--- src/rtl/serial_adder_pkg.sv ---
// serial_adder_pkg: shared definitions for the bit-serial adder.
//   SA_WIDTH    - default operand width
//   sa_state_e  - controller state encoding (idle / run / done)
`timescale 1ns / 1ps

package serial_adder_pkg;

  localparam int unsigned SA_WIDTH = 8;

  typedef enum logic [1:0] {
    StIdle = 2'd0,
    StRun  = 2'd1,
    StDone = 2'd2
  } sa_state_e;

endpackage

--- src/rtl/serial_adder_fa_cell.sv ---
// fa_cell: one-bit combinational full adder.
//   x, y  - operand bits
//   ci    - carry in
//   s     - sum bit   (x ^ y ^ ci)
//   co    - carry out (majority of x, y, ci)
`timescale 1ns / 1ps

module fa_cell (
  input  logic x,
  input  logic y,
  input  logic ci,
  output logic s,
  output logic co
);

  assign s  = x ^ y ^ ci;
  assign co = (x & y) | (x & ci) | (y & ci);

endmodule

--- src/rtl/serial_adder.sv ---
// serial_adder: bit-serial N-bit adder, LSB first, one bit per clock through a single
// full-adder cell and a carry flop.
//   clk    - clock, rising edge
//   rst    - asynchronous active-high reset
//   start  - begin an addition (accepted in idle or done)
//   a, b   - operands, captured on an accepted start
//   cin    - carry in, captured on an accepted start
//   busy   - high while bits are processed
//   done   - one-cycle pulse, sum/cout valid
//   sum    - N-bit result, held until overwritten by the next addition
//   cout   - final carry, held with sum
`timescale 1ns / 1ps

module serial_adder
  import serial_adder_pkg::*;
#(
  parameter int unsigned N = SA_WIDTH
) (
  input  logic         clk,
  input  logic         rst,
  input  logic         start,
  input  logic [N-1:0] a,
  input  logic [N-1:0] b,
  input  logic         cin,
  output logic         busy,
  output logic         done,
  output logic [N-1:0] sum,
  output logic         cout
);

  localparam int unsigned CntW = (N > 1) ? $clog2(N) : 1;
  localparam logic [CntW-1:0] LastBit = CntW'(N - 1);

  sa_state_e       state_q, state_d;
  logic [N-1:0]    sh_a_q, sh_a_d;
  logic [N-1:0]    sh_b_q, sh_b_d;
  logic [N-1:0]    sum_q, sum_d;
  logic            cout_q, cout_d;
  logic            carry_q, carry_d;
  logic [CntW-1:0] cnt_q, cnt_d;

  logic fa_s;
  logic fa_co;

  // The only combinational path from the shift registers to the carry flop.
  fa_cell u_fa_cell (
    .x  (sh_a_q[0]),
    .y  (sh_b_q[0]),
    .ci (carry_q),
    .s  (fa_s),
    .co (fa_co)
  );

  always_comb begin
    state_d = state_q;
    sh_a_d  = sh_a_q;
    sh_b_d  = sh_b_q;
    sum_d   = sum_q;
    cout_d  = cout_q;
    carry_d = carry_q;
    cnt_d   = cnt_q;

    unique case (state_q)
      StIdle: begin
        if (start) begin
          sh_a_d  = a;
          sh_b_d  = b;
          carry_d = cin;
          cnt_d   = '0;
          state_d = StRun;
        end
      end

      StRun: begin
        // start is deliberately not looked at here: the running addition is never disturbed.
        sum_d   = {fa_s, sum_q[N-1:1]};
        carry_d = fa_co;
        sh_a_d  = {1'b0, sh_a_q[N-1:1]};
        sh_b_d  = {1'b0, sh_b_q[N-1:1]};
        cnt_d   = cnt_q + CntW'(1);
        if (cnt_q == LastBit) begin
          cout_d  = fa_co;
          state_d = StDone;
        end
      end

      StDone: begin
        // Back-to-back accept keeps throughput at one addition per N+1 cycles.
        if (start) begin
          sh_a_d  = a;
          sh_b_d  = b;
          carry_d = cin;
          cnt_d   = '0;
          state_d = StRun;
        end else begin
          state_d = StIdle;
        end
      end

      default: state_d = StIdle;
    endcase
  end

  always_ff @(posedge clk or posedge rst) begin
    if (rst) begin
      state_q <= StIdle;
      sh_a_q  <= '0;
      sh_b_q  <= '0;
      sum_q   <= '0;
      cout_q  <= 1'b0;
      carry_q <= 1'b0;
      cnt_q   <= '0;
    end else begin
      state_q <= state_d;
      sh_a_q  <= sh_a_d;
      sh_b_q  <= sh_b_d;
      sum_q   <= sum_d;
      cout_q  <= cout_d;
      carry_q <= carry_d;
      cnt_q   <= cnt_d;
    end
  end

  assign busy = (state_q == StRun);
  assign done = (state_q == StDone);
  assign sum  = sum_q;
  assign cout = cout_q;

endmodule

--- config.mk ---
export PLATFORM = sky130hd
export DESIGN_NAME = serial_adder
export DESIGN_NICKNAME = d
export VERILOG_FILES = /design/src/rtl/serial_adder_pkg.sv /design/src/rtl/serial_adder_fa_cell.sv /design/src/rtl/serial_adder.sv
export SDC_FILE = /design/constraint.sdc
export NUM_CORES = 1
export LEC_CHECK = 0
export BUFFER_PORTS_ARGS = -buffer_cell sky130_fd_sc_hd__clkbuf_2
export CAP_MARGIN = 30
export CELL_PAD_IN_SITES_DETAIL_PLACEMENT = 0
export CELL_PAD_IN_SITES_GLOBAL_PLACEMENT = 2
export CORE_MARGIN = 3
export CORE_UTILIZATION = 34
export CTS_CLUSTER_DIAMETER = 150
export DETAILED_ROUTE_END_ITERATION = 10
export GPL_TIMING_DRIVEN = 1
export PLACE_DENSITY = 0.79
export SYNTH_ARGS = -nofsm -noshare
export SYNTH_HDL_FRONTEND = slang
export SYNTH_HIERARCHICAL = 1
export SYNTH_SLANG_ARGS = --single-unit
--- constraint.sdc ---
create_clock -name clk -period 2.4 [get_ports clk]
set_input_delay 0.24 -clock clk [delete_from_list [all_inputs] [get_ports clk]]
set_output_delay 0.24 -clock clk [all_outputs]
set_load 0.02 [all_outputs]
==> impl_metrics.py <==
metrics = {
    "grt": {
        "grt_max_degree": 32,
        "first_global_vias": 1117,
        "grt_overflow": 0,
        "gr-usage-met3_pct": 4.08,
        "grt_pass1_wl_um": 5130,
        "use_met2_pct": 20.3,
        "grt_use_met1_pct": 17.5,
        "grt_busiest_layer": "met2",
        "antenna_found_initial": 0,
        "grt_use_total_pct": 13.4,
    },
    "critical_path": {
        "r2r_start": "state_q[0]",
        "cp-end-kind": "output pin",
        "crit_path_max_fanout": 26,
        "slowest_stage": "dfrtp_1",
        "crit_family": "flip-flops",
        "crit_path_cell_trace": "nand2b_1 > inv_4 > clkbuf_2",
        "cp.arrival_ns": 1.45,
        "slowest_delay_ns": 0.54,
        "criticalPathCategory": "flip-flop to output pin",
        "cp-startpoint": "state_q[0]",
        "start_kind": "flip-flop",
        "crit_buf_inv": 2,
        "required_ns": 2.16,
    },
    "routing": {
        "drtIter0Drc": 32,
        "drt-wirelength-per-cell_um": 13.0,
        "firstDrtPassIters": 4,
        "drc": 0,
        "vias": 1054,
        "via_per_inst": 4.93,
        "ant_nets": 0,
        "routed_wl_um": 2790,
    },
    "sta": {
        "drv_slew": 0,
        "finalSetupTns_ns": 0,
        "finalCriticalPeriod_ns": 1.69,
        "worst_slew_pin_slew_ns": 0.605,
        "skew_ns": 0.00336,
        "relSlewSlack_pct": 59.7,
        "fmax_mhz": 591,
        "fin_crit_sh_pct": 70.5,
        "rsz0062_at_grt": "no",
        "finalSetupViolations": 0,
        "hold_viol": 0,
    },
    "clocking": {
        "h-tree-depth": 2,
        "cts-hold-fix-buffers": 0,
        "cts_tree": "yes",
        "cts_resized": 0,
        "clock_sinks": 31,
        "cts_buffers": 5,
        "cts-root-buf": "clkbuf_8",
        "cts_setup_buffers": 0,
        "cts.path.max_buffers": 2,
        "clk_pin_slew_ns": 0.06,
        "insertion_delay_ns": 0.28,
    },
    "placement": {
        "routabilityCongestion": 0.707,
        "hpwl_um": 1910,
        "dp_cells": 206,
        "io_buffer_count": 30,
    },
    "cells_and_area": {
        "area_growth_pct": 21.4,
        "final_layout_size_suffix_gt1_share_pct": 26.5,
        "most-common-layout-cells": "dfrtp_1, clkbuf_2, nand2_1, nor2_1",
        "instances_no_fill": 214,
        "final_common_cell": "dfrtp_1",
        "diodes": 0,
        "fin_nets": 188,
    },
    "synth": {
        "ys_warn_count": 6,
        "synthCells": 134,
        "synth_nets": 157,
        "avgSynthCellArea_um2": 10.1,
        "syn-cell-area_um2": 1350,
        "yosysUniqueCellTypes": 26,
        "seq_area_frac_synth_pct": 57.5,
        "ys_ff_latch": 31,
    },
    "floorplanning": {
        "die_h_um": 69.0,
        "coreArea_um2": 3740,
        "die_w_um": 69.0,
        "num_rows": 22,
        "ios": 31,
        "initial_utilization_pct": 36.1,
        "dieArea_um2": 4760,
    },
    "pwr": {
        "ir_drop_v": 0.000457,
        "p_leak_uw": 0.000803,
        "powerDensity_nw_per_um2": 1410,
    },
    "run_status": {
        "status": "completed",
    },
    "job": {
        "drv_cap": 0,
    },
    "worst_hold_path": {
        "hold_class": "input pin to async pin",
    },
}
-- cell usage after synthesis (all sizes together) --
cell	n	area (um^2)
clkbuf	3	11.3
nor2	13	48.8
ha	2	25.0
dfrtp	31	776
nand2b	2	12.5
nor3	11	55.1
inv	2	10.0
and3b	1	8.76
a22o	2	17.5
and2	1	8.76
nand2	26	97.6
mux2	2	26.3
nor2b	3	18.8
nand3	5	25.0
fa	1	20.0
a22oi	2	15.0
o22ai	11	68.8
a221o	1	10.0
a211oi	1	7.51
a21oi	1	5.00
o21ai	4	20.0
buf	6	32.5
mux2i	3	30.0
-- metal layers --
layer	wire length, um	up-vias
met3	139	7
li1	-	527
met2	1280	24
met4	53	0
met1	1320	496
met5	0	-
-- final timing paths --
kind                        endpoint  slack (ns)  cells after the start
min reg2reg                   sum[0]        0.47                      2
max                             busy        0.71                      3
min                         cnt_q[0]       0.007                      3
min in group clk             carry_q        0.19                      3
max in group asynchronous  sh_b_q[4]        2.11                      3
max reg2reg                     cout        0.86                      4
-- cells by family (layout without fill, tap and decap cells) --
group / Yosys count / count (layout) / synth area share (%)
AOI/OAI and AO/OA: 22 / 22 / 10.7
adders and majority gates: 3 / 3 / 3.34
buffers and inverters: 11 / 43 / 3.99
DFF: 31 / 31 / 57.5
muxes: 5 / 5 / 4.17
and+or+nand+nor: 62 / 62 / 20.4
-- worst reg2reg max path: stages, from the launching register on --
cell and delay, ns:
dfrtp_1 0.54, nand2b_1 0.17, inv_4 0.24, and2_4 0.20, mux2_4 0.29
-- where the power goes --
part / internal (uW) / switching, uW
sequential: 772 / 174
clock: 261 / 188
combinational: 380 / 533
total: 1410 / 894
-- metrics by stage --
stage	hold slack (ns)	instance area, um^2	total power, uW	utilization, %	setup WS, ns
finish	0.00661	1640	2310	43.8	0.709
detailed placement	0.328	1540	1890	41.1	0.861
global placement	0.319	1540	1850	41.1	0.882
floorplan	0.344	1350	1650	-	1.08
CTS	0.0180	1640	2350	43.8	0.693
global route	0.0751	1640	2540	43.8	0.546
-- area by class of cell --
| class | count | area, um^2 |
|---|---|---|
| multi-input cells | 92 | 520 |
| well taps | 48 | 60.1 |
| inverters | 2 | 10.0 |
| flip-flops and latches | 31 | 776 |
| fillers | 395 | 2100 |
| clock buffers | 8 | 100 |
| repair buffers | 33 | 173 |
-- sequential cells by signal, summed over array words and instances, names as in the netlist --
| register | count |
|---|---|
| carry_q | 1 |
| cnt_q | 3 |
| cout | 1 |
| sh_a_q | 8 |
| sh_b_q | 8 |
| state_q | 2 |
| sum | 8 |
No activity file was read; power rests on OpenSTA's default activity.
